===== config.mk =====
export PLATFORM = sky130hd
export DESIGN_NAME = avmm_read_arbiter_2to1
export DESIGN_NICKNAME = d
export VERILOG_FILES = /design/src/rtl/avmm_arb_pkg.sv /design/src/rtl/avmm_rr_arbiter_2.sv /design/src/rtl/avmm_read_arbiter_2to1.sv
export SDC_FILE = /design/constraint.sdc
export NUM_CORES = 1
export LEC_CHECK = 0
export ABC_AREA = 1
export BUFFER_PORTS_ARGS = -buffer_cell sky130_fd_sc_hd__buf_2
export CAP_MARGIN = 15
export CORE_MARGIN = 8
export CORE_UTILIZATION = 25
export CTS_BUF_LIST = sky130_fd_sc_hd__clkbuf_2 sky130_fd_sc_hd__clkbuf_4 sky130_fd_sc_hd__clkbuf_8
export CTS_CLUSTER_DIAMETER = 50
export DETAILED_ROUTE_END_ITERATION = 8
export GPL_ROUTABILITY_DRIVEN = 0
export GPL_TIMING_DRIVEN = 0
export MAX_ROUTING_LAYER = met4
export SYNTH_ARGS = -nofsm -noshare
export SYNTH_HDL_FRONTEND = slang
export SYNTH_SLANG_ARGS = --single-unit

===== constraint.sdc =====
create_clock -name clock -period 2.7 [get_ports clock]
set_input_delay 0.54 -clock clock [delete_from_list [all_inputs] [get_ports clock]]
set_output_delay 0.54 -clock clock [all_outputs]
set_load 0.02 [all_outputs]

===== src/rtl/avmm_arb_pkg.sv =====
// Shared types and defaults for the two-port Avalon-MM read arbiter.
// Optional build macro used by this slice: AUDIO_PRIORITY_EN (see avmm_rr_arbiter_2).
package avmm_arb_pkg;

  typedef enum logic [1:0] {
    IDLE,
    ISSUE,
    DATA,
    DONE
  } arb_state_t;

  localparam int unsigned ADDR_W_DEF       = 27;
  localparam int unsigned DATA_W_DEF       = 32;
  localparam int unsigned MAX_LOCK_TXN_DEF = 16;

endpackage


===== src/rtl/avmm_rr_arbiter_2.sv =====
// Two-requester grant selector used in the IDLE state of the read arbiter.
// Default build: lock holder wins if it requests, otherwise round-robin on ties.
// AUDIO_PRIORITY_EN defined: port 1 (audio) wins every tie and overrides a
// port-0 lock; last_grant is ignored.
module avmm_rr_arbiter_2
  import avmm_arb_pkg::*;
(
  input  logic [1:0] req_i,
  input  logic       last_grant_i,
  input  logic       lock_owner_i,
  input  logic       lock_valid_i,
  output logic       gnt_valid_o,
  output logic       gnt_o
);

  // Grant index for the current request vector
  always_comb begin
    gnt_valid_o = |req_i;
    gnt_o       = 1'b0;
`ifdef AUDIO_PRIORITY_EN
    // Port 1 requesting always wins, which also covers its own lock and
    // overrides any port-0 lock.
    gnt_o = req_i[1];
`else
    if (lock_valid_i && req_i[lock_owner_i]) begin
      gnt_o = lock_owner_i;
    end else if (req_i == 2'b11) begin
      gnt_o = ~last_grant_i;
    end else begin
      gnt_o = req_i[1];
    end
`endif
  end

endmodule


===== src/rtl/avmm_read_arbiter_2to1.sv =====
// Shares one Avalon-MM read master between port 0 (video fetch) and port 1
// (audio fetch). One read outstanding downstream; round-robin with lock
// pass-through. Build macro AUDIO_PRIORITY_EN selects fixed audio priority.
module avmm_read_arbiter_2to1
  import avmm_arb_pkg::*;
#(
  parameter int unsigned ADDR_W       = ADDR_W_DEF,
  parameter int unsigned DATA_W       = DATA_W_DEF,
  parameter int unsigned MAX_LOCK_TXN = MAX_LOCK_TXN_DEF
) (
  input  logic              clock,
  input  logic              reset_n,
  // port 0 (video)
  input  logic [ADDR_W-1:0] s0_address,
  input  logic              s0_read,
  input  logic              s0_lock,
  output logic              s0_waitrequest,
  output logic [DATA_W-1:0] s0_readdata,
  output logic              s0_readdatavalid,
  // port 1 (audio)
  input  logic [ADDR_W-1:0] s1_address,
  input  logic              s1_read,
  input  logic              s1_lock,
  output logic              s1_waitrequest,
  output logic [DATA_W-1:0] s1_readdata,
  output logic              s1_readdatavalid,
  // downstream master
  output logic [ADDR_W-1:0] m_address,
  output logic              m_read,
  output logic              m_lock,
  input  logic              m_waitrequest,
  input  logic [DATA_W-1:0] m_readdata,
  input  logic              m_readdatavalid
);

  localparam int unsigned      CNT_W     = $clog2(MAX_LOCK_TXN + 1);
  localparam logic [CNT_W-1:0] LOCK_LAST = CNT_W'(MAX_LOCK_TXN - 1);

  arb_state_t        state_q;
  logic              grant_q;
  logic              last_grant_q;
  logic              lock_valid_q;
  logic              lock_owner_q;
  logic [CNT_W-1:0]  lock_cnt_q;
  logic              abandon_q;
  logic [ADDR_W-1:0] m_address_q;
  logic              m_read_q;
  logic              m_lock_q;
  logic [DATA_W-1:0] s0_rdata_q;
  logic [DATA_W-1:0] s1_rdata_q;
  logic [1:0]        rdv_q;

  logic [1:0]        req;
  logic              arb_valid;
  logic              arb_gnt;
  logic              req_granted;
  logic              lock_granted;
  logic              abandon_d;
  logic              cap_en;
  logic              deliver;

  assign req = {s1_read, s0_read};

  avmm_rr_arbiter_2 u_arb (
    .req_i        (req),
    .last_grant_i (last_grant_q),
    .lock_owner_i (lock_owner_q),
    .lock_valid_i (lock_valid_q),
    .gnt_valid_o  (arb_valid),
    .gnt_o        (arb_gnt)
  );

  // Per-transaction qualifiers: abandonment, data capture and delivery
  always_comb begin
    req_granted  = grant_q ? s1_read : s0_read;
    lock_granted = grant_q ? s1_lock : s0_lock;
    abandon_d    = abandon_q | ~req_granted;
    cap_en       = m_readdatavalid &&
                   ((state_q == ISSUE && !m_waitrequest) || state_q == DATA);
    deliver      = cap_en & ~abandon_d;
  end

  // Control FSM with registered downstream command outputs
  always_ff @(posedge clock or negedge reset_n) begin
    if (!reset_n) begin
      state_q      <= IDLE;
      grant_q      <= 1'b0;
      last_grant_q <= 1'b1;
      lock_valid_q <= 1'b0;
      lock_owner_q <= 1'b0;
      lock_cnt_q   <= '0;
      abandon_q    <= 1'b0;
      m_address_q  <= '0;
      m_read_q     <= 1'b0;
      m_lock_q     <= 1'b0;
    end else begin
      unique case (state_q)
        IDLE: begin
          // The lock window is exactly this one IDLE cycle; a lock that is
          // not taken up here restarts the consecutive-grant count.
          lock_valid_q <= 1'b0;
          if (lock_valid_q && !(arb_valid && arb_gnt == lock_owner_q)) begin
            lock_cnt_q <= '0;
          end
          if (arb_valid) begin
            grant_q     <= arb_gnt;
            m_address_q <= arb_gnt ? s1_address : s0_address;
            m_lock_q    <= arb_gnt ? s1_lock : s0_lock;
            m_read_q    <= 1'b1;
            abandon_q   <= 1'b0;
            state_q     <= ISSUE;
          end else begin
            m_lock_q <= 1'b0;
          end
        end
        ISSUE: begin
          abandon_q <= abandon_d;
          if (!m_waitrequest) begin
            m_read_q <= 1'b0;
            state_q  <= m_readdatavalid ? DONE : DATA;
          end
        end
        DATA: begin
          abandon_q <= abandon_d;
          if (m_readdatavalid) begin
            state_q <= DONE;
          end
        end
        DONE: begin
          last_grant_q <= grant_q;
          state_q      <= IDLE;
          if (lock_granted && !abandon_q && lock_cnt_q < LOCK_LAST) begin
            lock_cnt_q   <= lock_cnt_q + 1'b1;
            lock_valid_q <= 1'b1;
            lock_owner_q <= grant_q;
          end else begin
            lock_cnt_q   <= '0;
            lock_valid_q <= 1'b0;
          end
        end
        default: state_q <= IDLE;
      endcase
    end
  end

  // Return-data capture and one-cycle strobe to the granted port only
  always_ff @(posedge clock or negedge reset_n) begin
    if (!reset_n) begin
      s0_rdata_q <= '0;
      s1_rdata_q <= '0;
      rdv_q      <= '0;
    end else begin
      rdv_q <= '0;
      if (deliver) begin
        if (grant_q) begin
          s1_rdata_q <= m_readdata;
          rdv_q      <= 2'b10;
        end else begin
          s0_rdata_q <= m_readdata;
          rdv_q      <= 2'b01;
        end
      end
    end
  end

  assign s0_waitrequest   = s0_read & ~(state_q == DONE && grant_q == 1'b0);
  assign s1_waitrequest   = s1_read & ~(state_q == DONE && grant_q == 1'b1);
  assign s0_readdata      = s0_rdata_q;
  assign s1_readdata      = s1_rdata_q;
  assign s0_readdatavalid = rdv_q[0];
  assign s1_readdatavalid = rdv_q[1];
  assign m_address        = m_address_q;
  assign m_read           = m_read_q;
  assign m_lock           = m_lock_q;

endmodule


* Word-level counts from Yosys, hierarchy flattened
Cells that the tools add are included.
** Storage, ports and cells
- Input port bits :: 94
- Word-level logic and storage cells :: 88
- Register bits after elaboration :: 107
- Output and inout bits :: 97
** Operators by class
- $add $sub $neg :: 1
- Eq/ne operators :: 9
- Order comparisons :: 2
- Multiplexer cells :: 26
- Bitwise operators :: 10
- Reductions and logical operators :: 27
** Operators with widths (count)
- two-way mux 27 bit :: 1
- two-way mux 1 bit :: 13
- AND reduction 2 bit :: 6
- two-way mux 2 bit :: 5
- two-way mux 5 bit :: 2
- one-hot mux 5 bit (2 select lines) :: 1
- logical AND 1 bit :: 9
- != test 2 bit (second input constant) :: 4
- one-hot mux 2 bit (4 select lines) :: 1
- == test 2 bit (second input constant) :: 3
- inverter 1 bit :: 6
- one-hot mux 1 bit (2 select lines) :: 3
- AND reduction 3 bit :: 2
- nonzero test 2 bit :: 3
- adder 5 x 1 -> 5 bit (second input constant) :: 1
- < comparator 5 x 4 -> 1 bit (second input constant) :: 1
- OR reduction 2 bit :: 2
- bitwise AND 1 bit :: 3
- logical NOT 1 bit :: 3
- == test 2 x 1 -> 1 bit (second input constant) :: 1
- logical NOT 2 bit :: 1
- < comparator 1 x 2 -> 1 bit (second input constant) :: 1
- == test 1 bit :: 1
- logical OR 1 bit :: 1
- bitwise OR 1 bit :: 1

* Logic depth before layout (Yosys ltp)
Gate-level depths: netlist (run 1).
- Word-level depth :: 10
- Depth in mapped cells :: 9
- Depth with buffers taken out :: 9

* Cells and area by module
A second synthesis (run 1) with hierarchy kept.
** Second synthesis, totals
- Cell total of the unflattened synthesis :: 508
- Area, all modules :: 4770.8 sq um
** By module, submodules not included
- avmm_read_arbiter_2to1 :: cells each 501, area an instance 4742.0 sq um, instances 1, seq. area each 2678.8 sq um
- avmm_rr_arbiter_2 :: cells each 7, area an instance 28.8 sq um, instances 1, seq. area each 0.0 sq um

* Least setup slack after synthesis (run 1)
Ideal clock, no wire load.
- Path kind :: register to register
- From :: register state_q[0]
- To :: register m_address_q[18], in the netlist m_address[18]
- Buffers on the path :: 2
- Slack :: 1.067 ns
- Setup time :: 0.124 ns
- Cell stages (with the launch flop) :: 10
- Period minus slack after synthesis :: 1.633 ns
- Arrival time :: 1.509 ns
- Data required time :: 2.576 ns
- Cell sequence :: dfrtp_1 -> inv_1 -> ha_1 -> inv_1 -> nor2_1 -> inv_1 -> buf_4 -> buf_2 -> a21oi_1 -> a21oi_1
** On the way
- Longest elaborated chain between the ends :: 2
** Ends and longest elaborated chain
- from (decl) :: line avmm_read_arbiter_2to1.sv:39 : arb_state_t state_q;
- from (signal assigned) :: line avmm_read_arbiter_2to1.sv:120 : state_q <= m_readdatavalid ? DONE : DATA;
- logical NOT 2 bit :: line avmm_read_arbiter_2to1.sv:97 : unique case (state_q)
- AND reduction 2 bit (no line)
- to (signal assigned) :: line avmm_read_arbiter_2to1.sv:107 : m_address_q <= arb_gnt ? s1_address : s0_address;
- to (decl) :: line avmm_read_arbiter_2to1.sv:46 : logic [ADDR_W-1:0] m_address_q;
Every way passes these cells.
A chain may end at the register's enable or synchronous reset.

* Worst setup path after layout (run 1)
- From :: register state_q[0]
- To :: register m_address_q[19], in the netlist m_address[19]
The elaborated chain is that of the path after synthesis.

==> flow_metrics.py, run 1 <==
metrics = {
    "power_and_ir_drop": {
        "peakVddDrop_v": 0.000460,
        "power.leakage_nw": 3.32,
        "p_total_mw": 7.12,
        "power.density_nw_per_um2": 1140,
    },
    "sta": {
        "worst_pin_slew_ns": 0.611,
        "whs_ns": 0.0855,
        "setup_viol": 0,
        "final_hold_viol_count": 0,
        "relSlewSlack_pct": 59.2,
        "drv_slew": 0,
        "fmax_ghz": 0.483,
        "min_period_over_period_pct": 76.7,
        "skew_ns": 0.0145,
        "rsz0062_at_grt": "no",
        "timing.final.crit_period_ns": 2.07,
        "layout_setup_ws_ns": 0.628,
    },
    "placement": {
        "place_inst": 933,
        "pre_cts_ws_ns": 0.609,
        "dp_hpwl_um": 11300,
        "numPortBuffers": 190,
    },
    "cts": {
        "htree_num_levels": 3,
        "path_clk_slew_ns": 0.11,
        "root_buffer": "clkbuf_8",
        "cts_resized": 0,
        "cts_hold_buffers": 0,
        "clkLatencyLatePin_ns": 0.38,
        "cts.sinks": 107,
        "cts_tree": "done",
        "cts_setup_buffers": 0,
        "clk_path_buf_depth": 2,
        "numCtsBuffers": 9,
    },
    "global_route": {
        "antenna_found_initial": 1,
        "grt_first_pass_wirelength_um": 23900,
        "grt.overflow.total": 0,
        "grtUsageTotal_pct": 13.0,
        "grt_max_degree": 58,
        "grt_pass1_vias": 4434,
    },
    "setup_path": {
        "crit_path_end_kind": "register",
        "critPathSlowestCell": "dfrtp_1",
        "cp.required_ns": 3.01,
        "worstPathBufferInverterCount": 4,
        "crit_fanout": 10,
        "critPathMaxStageDelay_ns": 0.44,
        "crit_path_start_kind": "register",
        "crit_path_cell_trace": "inv_1, ha_1, inv_1, nor2_1, buf_2, buf_2, nor2_1, a21oi_1",
        "cp_top_family": "buffers and inverters",
        "arrival_ns": 2.38,
        "worstSetupPathType": "reg2reg",
    },
    "logic_synthesis": {
        "yosysTopAreaCellShare_pct": 56.0,
        "synthesis.nets": 608,
        "syn_area_per_cell_um2": 9.33,
        "synth_area_leader_cell": "dfrtp_1",
        "async_reset_ff_share_pct": 100,
        "synth_area_um2": 4740,
        "ys.flop_type": "dfrtp_1",
        "synth-edff-count": 0,
        "synthTopCellsByCount": "nand2_1 (119), dfrtp_1 (106), a21oi_1 (57)",
        "ys_seq_area_share_pct": 56.5,
        "yosys-top-cells-area": "dfrtp_1 (56%), nand2_1 (9.4%), o21ai_2 (8.5%), a21oi_1 (6.0%), inv_1 (4.0%)",
        "ys_types": 25,
        "synth_most_common_cell": "nand2_1",
        "ys_ff_latch": 107,
        "ys.warnings.count": 0,
        "syn-instance-count": 508,
    },
    "floorplanning": {
        "dieArea_um2": 23600,
        "die_y_um": 154,
        "start_util_pct": 25.4,
        "io_pins": 191,
        "rows": 50,
        "core_um2": 18600,
        "die_w_um": 154,
    },
    "layout": {
        "fillerInstances": 1940,
        "layout-drive-gt1-share_pct": 38.7,
        "fin_nets": 810,
        "utilization_pct": 33.5,
        "fin_cells": 950,
        "syn2layout_area_growth_pct": 31.8,
    },
    "drt": {
        "drc": 0,
        "vias_per_cell": 4.39,
        "dr_total_vias": 4166,
        "ant_nets": 0,
        "finalWirelength_um": 14700,
        "routedWlPerCell_um": 15.5,
        "dr.pass1.iters": 6,
        "drt_iter0_markers": 200,
    },
    "min_path": {
        "hold_class": "in2async",
    },
    "run": {
        "max_cap_violations": 0,
    },
    "status": {
        "outcome": "complete, no violations",
    },
}
-- area by class of cell --
| cell class | instances | area (um2) | share of cell area [%] |
|---|---|---|---|
| flip-flops and latches | 107 | 2680 | 42.9 |
| multi-input cells | 324 | 1670 | 26.7 |
| repair buffers | 191 | 985 | 15.8 |
| well taps | 234 | 293 | 4.69 |
| plain buffers | 26 | 200 | 3.20 |
| inverters | 51 | 191 | 3.06 |
| clock buffers | 11 | 145 | 2.32 |
| clock inverters | 5 | 82.6 | 1.32 |
| diodes | 1 | 2.50 | 0.0400 |
-- metrics by stage --
step | setup TNS (ns) | cell area (um2)
floorplan | 0 | 4740
global placement | -28.77 | 5980
detailed placement | 0 | 6020
CTS | 0 | 6250
global route | 0 | 6250
finish | 0 | 6250
-- cells by family after synthesis --
logic type	after synthesis	synth area share, %
AND/OR/NAND/NOR	175	14.4
AO/OA/AOI/OAI	141	18.9
flip-flops	107	56.5
XOR/XNOR	2	0.370
buffers and inverters	77	8.26
adder cells (fa/ha/maj)	6	1.58
-- layer usage --
| layer | vias up | part of all wire, % | track usage, % |
|---|---|---|---|
| met5 | - | 0 | - |
| met3 | 14 | 8.7 | 4.96 |
| li1 | 2051 | - | - |
| met4 | 0 | 1.2 | 3.59 |
| met2 | 173 | 44 | 19.7 |
| met1 | 1928 | 46 | 15.9 |
-- power breakdown --
group	total (mW)	internal (mW)	switching [mW]
Sequential	2.67	2.29	0.378
Combinational	3.31	1.14	2.17
Clock	1.14	0.565	0.576
-- state kept, by name, indices dropped and copies added, names as in the netlist --
name and cells:
lock_valid_q 1, m_read 1, rdv_q 2, lock_cnt_q 5, m_lock 1, grant_q 1, s1_readdata 32, s0_readdata 32
abandon_q 1, state_q 2, last_grant_q 1, m_address 27, lock_owner_q 1
-- layout by cell type, fill, tap and decap left out, types with 3 or more instances in the layout --
cell type | Yosys | layout
a21oi_1 | 57 | 57
buf_2 | 7 | 196
buf_4 | 3 | 3
buf_6 | 11 | 12
clkbuf_1 | 4 | 4
clkbuf_8 | 0 | 10
dfrtp_1 | 106 | 106
ha_1 | 6 | 6
inv_1 | 50 | 50
nand2_1 | 119 | 119
nand3_1 | 14 | 14
nor2_1 | 38 | 38
o21ai_0 | 15 | 15
o21ai_1 | 18 | 18
o21ai_2 | 46 | 46
-- worst reg2reg max path, cell delays in order, from the launching register on --
cell     delay, ns
dfrtp_1       0.44
inv_1         0.15
ha_1          0.25
inv_1         0.14
nor2_1        0.24
buf_2         0.27
buf_2         0.32
nor2_1        0.08
a21oi_1       0.12
-- worst paths after layout --
kind | start | to | slack (ns) | cells past startpoint
max | state_q[0] | m_address[19] | 0.63 | 8
max in group asynchronous | reset_n | last_grant_q | 1.88 | 2
min reg2reg | s1_readdata[19] | s1_readdata[19] | 0.48 | 2
max reg2reg | state_q[0] | m_address[19] | 0.63 | 8
min in group clock | s1_address[10] | m_address[10] | 0.40 | 3
min | reset_n | s0_readdata[27] | 0.09 | 1
No activity file was read; power rests on OpenSTA's default activity.
==> run 2: changes to the inputs <==
Clock period 2.7 ns to 1.7 ns, I/O delays scaled along.
==> run 2 against run 1 <==
  * Power is 72% higher
  * First-iteration DRC count unchanged
  * Largest cell class unchanged
  * Critical endpoint is now s0_waitrequest
  * The run now ends with negative setup slack left
  * Critical path depth decreased by 4
==> flow_metrics.py, run 2 (synthesized netlist as in run 1, its figures left out) <==
metrics = {
    "status": {
        "outcome": "complete, but fails checks",
        "violations": "negative setup slack",
    },
    "global_route": {
        "grt_first_pass_wirelength_um": 24700,
        "grt_pass1_vias": 4568,
        "grt.overflow.total": 0,
        "grtUsageTotal_pct": 13.4,
        "antenna_found_initial": 1,
        "grt_max_degree": 58,
    },
    "sta": {
        "layout_setup_ws_ns": -0.0266,
        "drv_slew": 0,
        "fmax_ghz": 0.579,
        "skew_ns": 0.0170,
        "min_period_over_period_pct": 102,
        "final_hold_viol_count": 0,
        "setup_viol": 2,
        "relSlewSlack_pct": 66.3,
        "worst_pin_slew_ns": 0.505,
        "timing.final.crit_period_ns": 1.73,
        "rsz0062_at_grt": "yes",
    },
    "setup_path": {
        "r2r_slack_ns": 0.03,
        "worstSetupPathType": "reg2out",
        "cp-startpoint": "state_q[1]",
        "arrival_ns": 1.39,
        "crit_fanout": 4,
        "cp.required_ns": 1.36,
        "timing.rr.end": "s1_readdata[21]",
        "r2r_start": "state_q[1]",
        "crit_path_end_kind": "output port",
        "crit_end": "s0_waitrequest",
        "crit_path_start_kind": "register",
        "rr_worst_depth": 11,
    },
    "drt": {
        "finalWirelength_um": 15500,
        "ant_nets": 0,
        "routedWlPerCell_um": 16.0,
        "dr_total_vias": 4296,
        "drc": 0,
        "vias_per_cell": 4.42,
        "dr.pass1.iters": 4,
        "drt_iter0_markers": 200,
    },
    "placement": {
        "pre_cts_ws_ns": -0.391,
        "dp_hpwl_um": 11300,
        "numPortBuffers": 190,
        "place_inst": 933,
    },
    "power_and_ir_drop": {
        "power.leakage_nw": 3.51,
        "p_total_mw": 12.2,
        "peakVddDrop_v": 0.000797,
        "power.density_nw_per_um2": 1820,
    },
    "floorplanning": {
        "start_util_pct": 25.4,
        "core_um2": 18600,
        "rows": 50,
        "dieArea_um2": 23600,
        "die_w_um": 154,
        "die_y_um": 154,
        "io_pins": 191,
    },
    "layout": {
        "seq_area_um2": 2680,
        "syn2layout_area_growth_pct": 42.2,
        "multi_input_area_um2": 1830,
        "layout-drive-gt1-share_pct": 45.7,
        "fillerInstances": 1904,
        "fin_nets": 831,
        "final_common_cell": "buf_2",
        "fin_cells": 971,
        "final_cell_mix": "buf_2 (189), nand2_1 (115), dfrtp_1 (105)",
    },
    "run": {
        "max_cap_violations": 0,
    },
    "cts": {
        "path_clk_slew_ns": 0.11,
        "clk_path_buf_depth": 2,
        "htree_num_levels": 3,
        "root_buffer": "clkbuf_8",
        "numCtsBuffers": 9,
        "cts.sinks": 107,
        "cts_tree": "done",
        "clkLatencyLatePin_ns": 0.38,
    },
    "min_path": {
        "hold_class": "in2reg",
    },
}
-- run 2: worst min path at each step --
| stage | from | endpoint | depth (start not counted) |
|---|---|---|---|
| after floorplan | reset_n | abandon_q | 0 |
| after CTS | s1_address[16] | m_address[16] | 3 |
| after global routing | s1_address[16] | m_address[16] | 3 |
| after global placement | s0_readdata[5] | s0_readdata[5] | 2 |
| final | s1_address[22] | m_address[22] | 3 |
| after detailed placement | reset_n | s0_readdata[27] | 1 |
-- run 2: area by class of cell --
cell class | count | area share (%)
clock buffer | 11 | 2.15
inverter | 51 | 2.99
clock inverter | 5 | 1.22
tap | 234 | 4.34
buffer | 23 | 3.84
antenna | 1 | 0.0371
timing repair buffer | 215 | 18.4
multi-input combinational | 324 | 27.2
sequential | 107 | 39.8
-- run 2: where the power goes --
group / switching [mW] / leakage [nW] / internal (mW) / total (mW)
clock network: 0.914 / 0.118 / 0.897 / 1.81
logic: 3.76 / 2.07 / 2.40 / 6.16
registers: 0.617 / 1.32 / 3.65 / 4.26
-- run 2: what timing repair did --
item / CTS / global route
gates cloned: 0 / 3
setup endpoints to repair: 104 / 96
buffers inserted: 13 / 7
pin swaps: 6 / 7
hold endpoints to repair: 50 / 0
hold buffers: 1 / 0
resized for setup: 44 / 47
-- run 2: through the flow --
step | utilization [%] | hold slack, ns | area (um2) | TNS (ns)
floorplan | - | 0.0444 | 4740 | 0
global placement | 32.1 | 0.458 | 5980 | -133.73
detailed placement | 32.3 | 0.322 | 6020 | -20.19
CTS | 34.8 | 0.158 | 6480 | -0.130
global route | 36.2 | 0.175 | 6740 | -0.669
finish | 36.2 | 0.193 | 6740 | -0.0507
-- run 2: metal layers --
layer  routed length, um  GRT usage [%]  up-vias
met5                   0              -        -
met4                 142           3.78        0
met3                1240           4.82       14
met2                7070           20.5      176
met1                7070           16.4     2015
li1                    -              -     2091
-- run 2: worst max-delay path, stage by stage (launching register included) --
cell,delay (ns)
dfrtp_1,0.43
buf_6,0.14
ha_4,0.17
a21oi_2,0.12
buf_4,0.15
==> run 3: changes to the inputs <==
Settings changed: RECOVER_POWER from default to 50, SKIP_CTS_REPAIR_TIMING from default to 1, TNS_END_PERCENT from default to 10.
==> run 3 against run 2 <==
  * The flow still finishes with violations (negative setup slack)
  * Core utilization is 0.15 points lower
  * Design area is 0.43% lower
  * Power is 1.0% lower
  * Worst hold slack better by 0.0034 ns
  * Final cell count is 0.62% lower
  * Global-route usage is 0.41 points lower
  * Highest routed layer unchanged
==> flow_metrics.py, run 3 (synthesized netlist as in run 1, its figures left out) <==
metrics = {
    "power_and_ir_drop": {
        "power.density_nw_per_um2": 1800,
        "power.leakage_nw": 3.48,
        "peakVddDrop_v": 0.000795,
        "p_total_mw": 12.1,
    },
    "floorplanning": {
        "start_util_pct": 25.4,
        "die_w_um": 154,
        "rows": 50,
        "core_um2": 18600,
        "dieArea_um2": 23600,
        "die_y_um": 154,
        "io_pins": 191,
    },
    "sta": {
        "skew_ns": 0.0165,
        "fmax_ghz": 0.576,
        "relSlewSlack_pct": 50.3,
        "layout_setup_ws_ns": -0.0367,
        "timing.final.crit_period_ns": 1.74,
        "rsz0062_at_grt": "yes",
        "min_period_over_period_pct": 102,
        "setup_viol": 21,
        "final_hold_viol_count": 0,
        "drv_slew": 0,
        "worst_pin_slew_ns": 0.746,
    },
    "placement": {
        "numPortBuffers": 190,
        "dp_hpwl_um": 11300,
    },
    "setup_path": {
        "critPathMaxStageDelay_ns": 0.47,
        "cp_common_cell": "buf_12",
        "cp_top_family": "buffers and inverters",
        "cp.required_ns": 1.96,
        "worstSetupPathType": "reg2reg",
        "crit_path_start_kind": "register",
        "critPathSlowestCell": "dfrtp_2",
        "crit_path_end_kind": "register",
        "crit_fanout": 10,
        "arrival_ns": 2.00,
        "crit_path_cell_trace": "inv_2, ha_4, nand2_4, o21ai_4, nand3_2, buf_8, buf_12, buf_12, nand2_1, o21ai_1",
        "worstPathBufferInverterCount": 4,
    },
    "drt": {
        "drc": 0,
        "dr_total_vias": 4265,
        "vias_per_cell": 4.42,
        "finalWirelength_um": 15300,
        "routedWlPerCell_um": 15.8,
        "dr.pass1.iters": 6,
        "drt_iter0_markers": 150,
        "ant_nets": 0,
    },
    "global_route": {
        "grt_max_degree": 58,
        "antenna_found_initial": 1,
        "grtUsageTotal_pct": 13.0,
        "grt_first_pass_wirelength_um": 23900,
        "grt.overflow.total": 0,
        "grt_pass1_vias": 4434,
    },
    "cts": {
        "path_clk_slew_ns": 0.11,
        "cts_tree": "done",
        "cts.sinks": 107,
        "clk_path_buf_depth": 2,
        "htree_num_levels": 3,
        "numCtsBuffers": 9,
        "clkLatencyLatePin_ns": 0.38,
        "root_buffer": "clkbuf_8",
    },
    "layout": {
        "fin_nets": 825,
        "layout-drive-gt1-share_pct": 47.0,
        "final_common_cell": "buf_2",
        "utilization_pct": 36.0,
        "syn2layout_area_growth_pct": 41.6,
        "fillerInstances": 1916,
        "final_cell_mix": "buf_2 (189), dfrtp_1 (104), nand2_1 (100)",
    },
    "status": {
        "outcome": "complete, but fails checks",
        "violations": "negative setup slack",
    },
    "min_path": {
        "hold_class": "in2reg",
    },
    "run": {
        "max_cap_violations": 0,
    },
}
## run 3: per-stage QoR
| stage | std cells | TNS (ns) | setup slack (ns) | hold slack (ns) | area, um2 |
|---|---|---|---|---|---|
| detailed placement | 933 | -20.19 | -0.391 | 0.322 | 6020 |
| global placement | 932 | -133.73 | -1.09 | 0.458 | 5980 |
| floorplan | 508 | 0 | 0.0671 | 0.0444 | 4740 |
| CTS | 949 | -24.31 | -0.435 | -0.126 | 6250 |
| finish | 965 | -0.431 | -0.0367 | 0.196 | 6710 |
| global route | 965 | -3.16 | -0.0986 | 0.171 | 6710 |
## run 3: where the power goes
group / leakage, nW / switching [mW] / internal (mW)
logic: 2.04 / 3.70 / 2.29
registers: 1.32 / 0.661 / 3.65
clock network: 0.118 / 0.910 / 0.897
total: 3.48 / 5.27 / 6.84
## run 3: worst register-to-register path: stages, from the launching register on
cell	delay, ns
dfrtp_2	0.47
inv_2	0.10
ha_4	0.15
nand2_4	0.06
o21ai_4	0.17
nand3_2	0.14
buf_8	0.17
buf_12	0.12
buf_12	0.13
nand2_1	0.05
o21ai_1	0.06
## run 3: layer usage
metal	part of all wire (%)	vias to the layer above	GRT usage (%)	routed length [um]
met5	0	-	-	0
met4	1.6	0	3.59	244
met3	8.1	16	4.96	1230
met2	44	173	19.7	6780
met1	46	1993	15.9	7040
li1	-	2083	-	-
## run 3: final timing paths
kind	start	to	slack (ns)	cells past startpoint
setup / recovery	state_q[1]	s1_readdata[9]	-0.04	10
hold / removal	s1_address[16]	m_address[16]	0.20	3
setup reg to reg	state_q[1]	s1_readdata[9]	-0.04	10
hold reg to reg	s0_readdata[5]	s0_readdata[5]	0.48	2
max in group asynchronous	reset_n	last_grant_q	0.31	3
min in group asynchronous	reset_n	s0_readdata[27]	0.57	2
## run 3: final cells by class
type / count / area [um2] / area share, %
inverters: 51 / 199 / 2.96
clock inverters: 5 / 82.6 / 1.23
well taps: 234 / 293 / 4.36
multi-input cells: 324 / 1870 / 27.8
flip-flops and latches: 107 / 2680 / 39.9
plain buffers: 26 / 288 / 4.29
repair buffers: 206 / 1150 / 17.2
clock buffers: 11 / 145 / 2.16
diodes: 1 / 2.50 / 0.0373
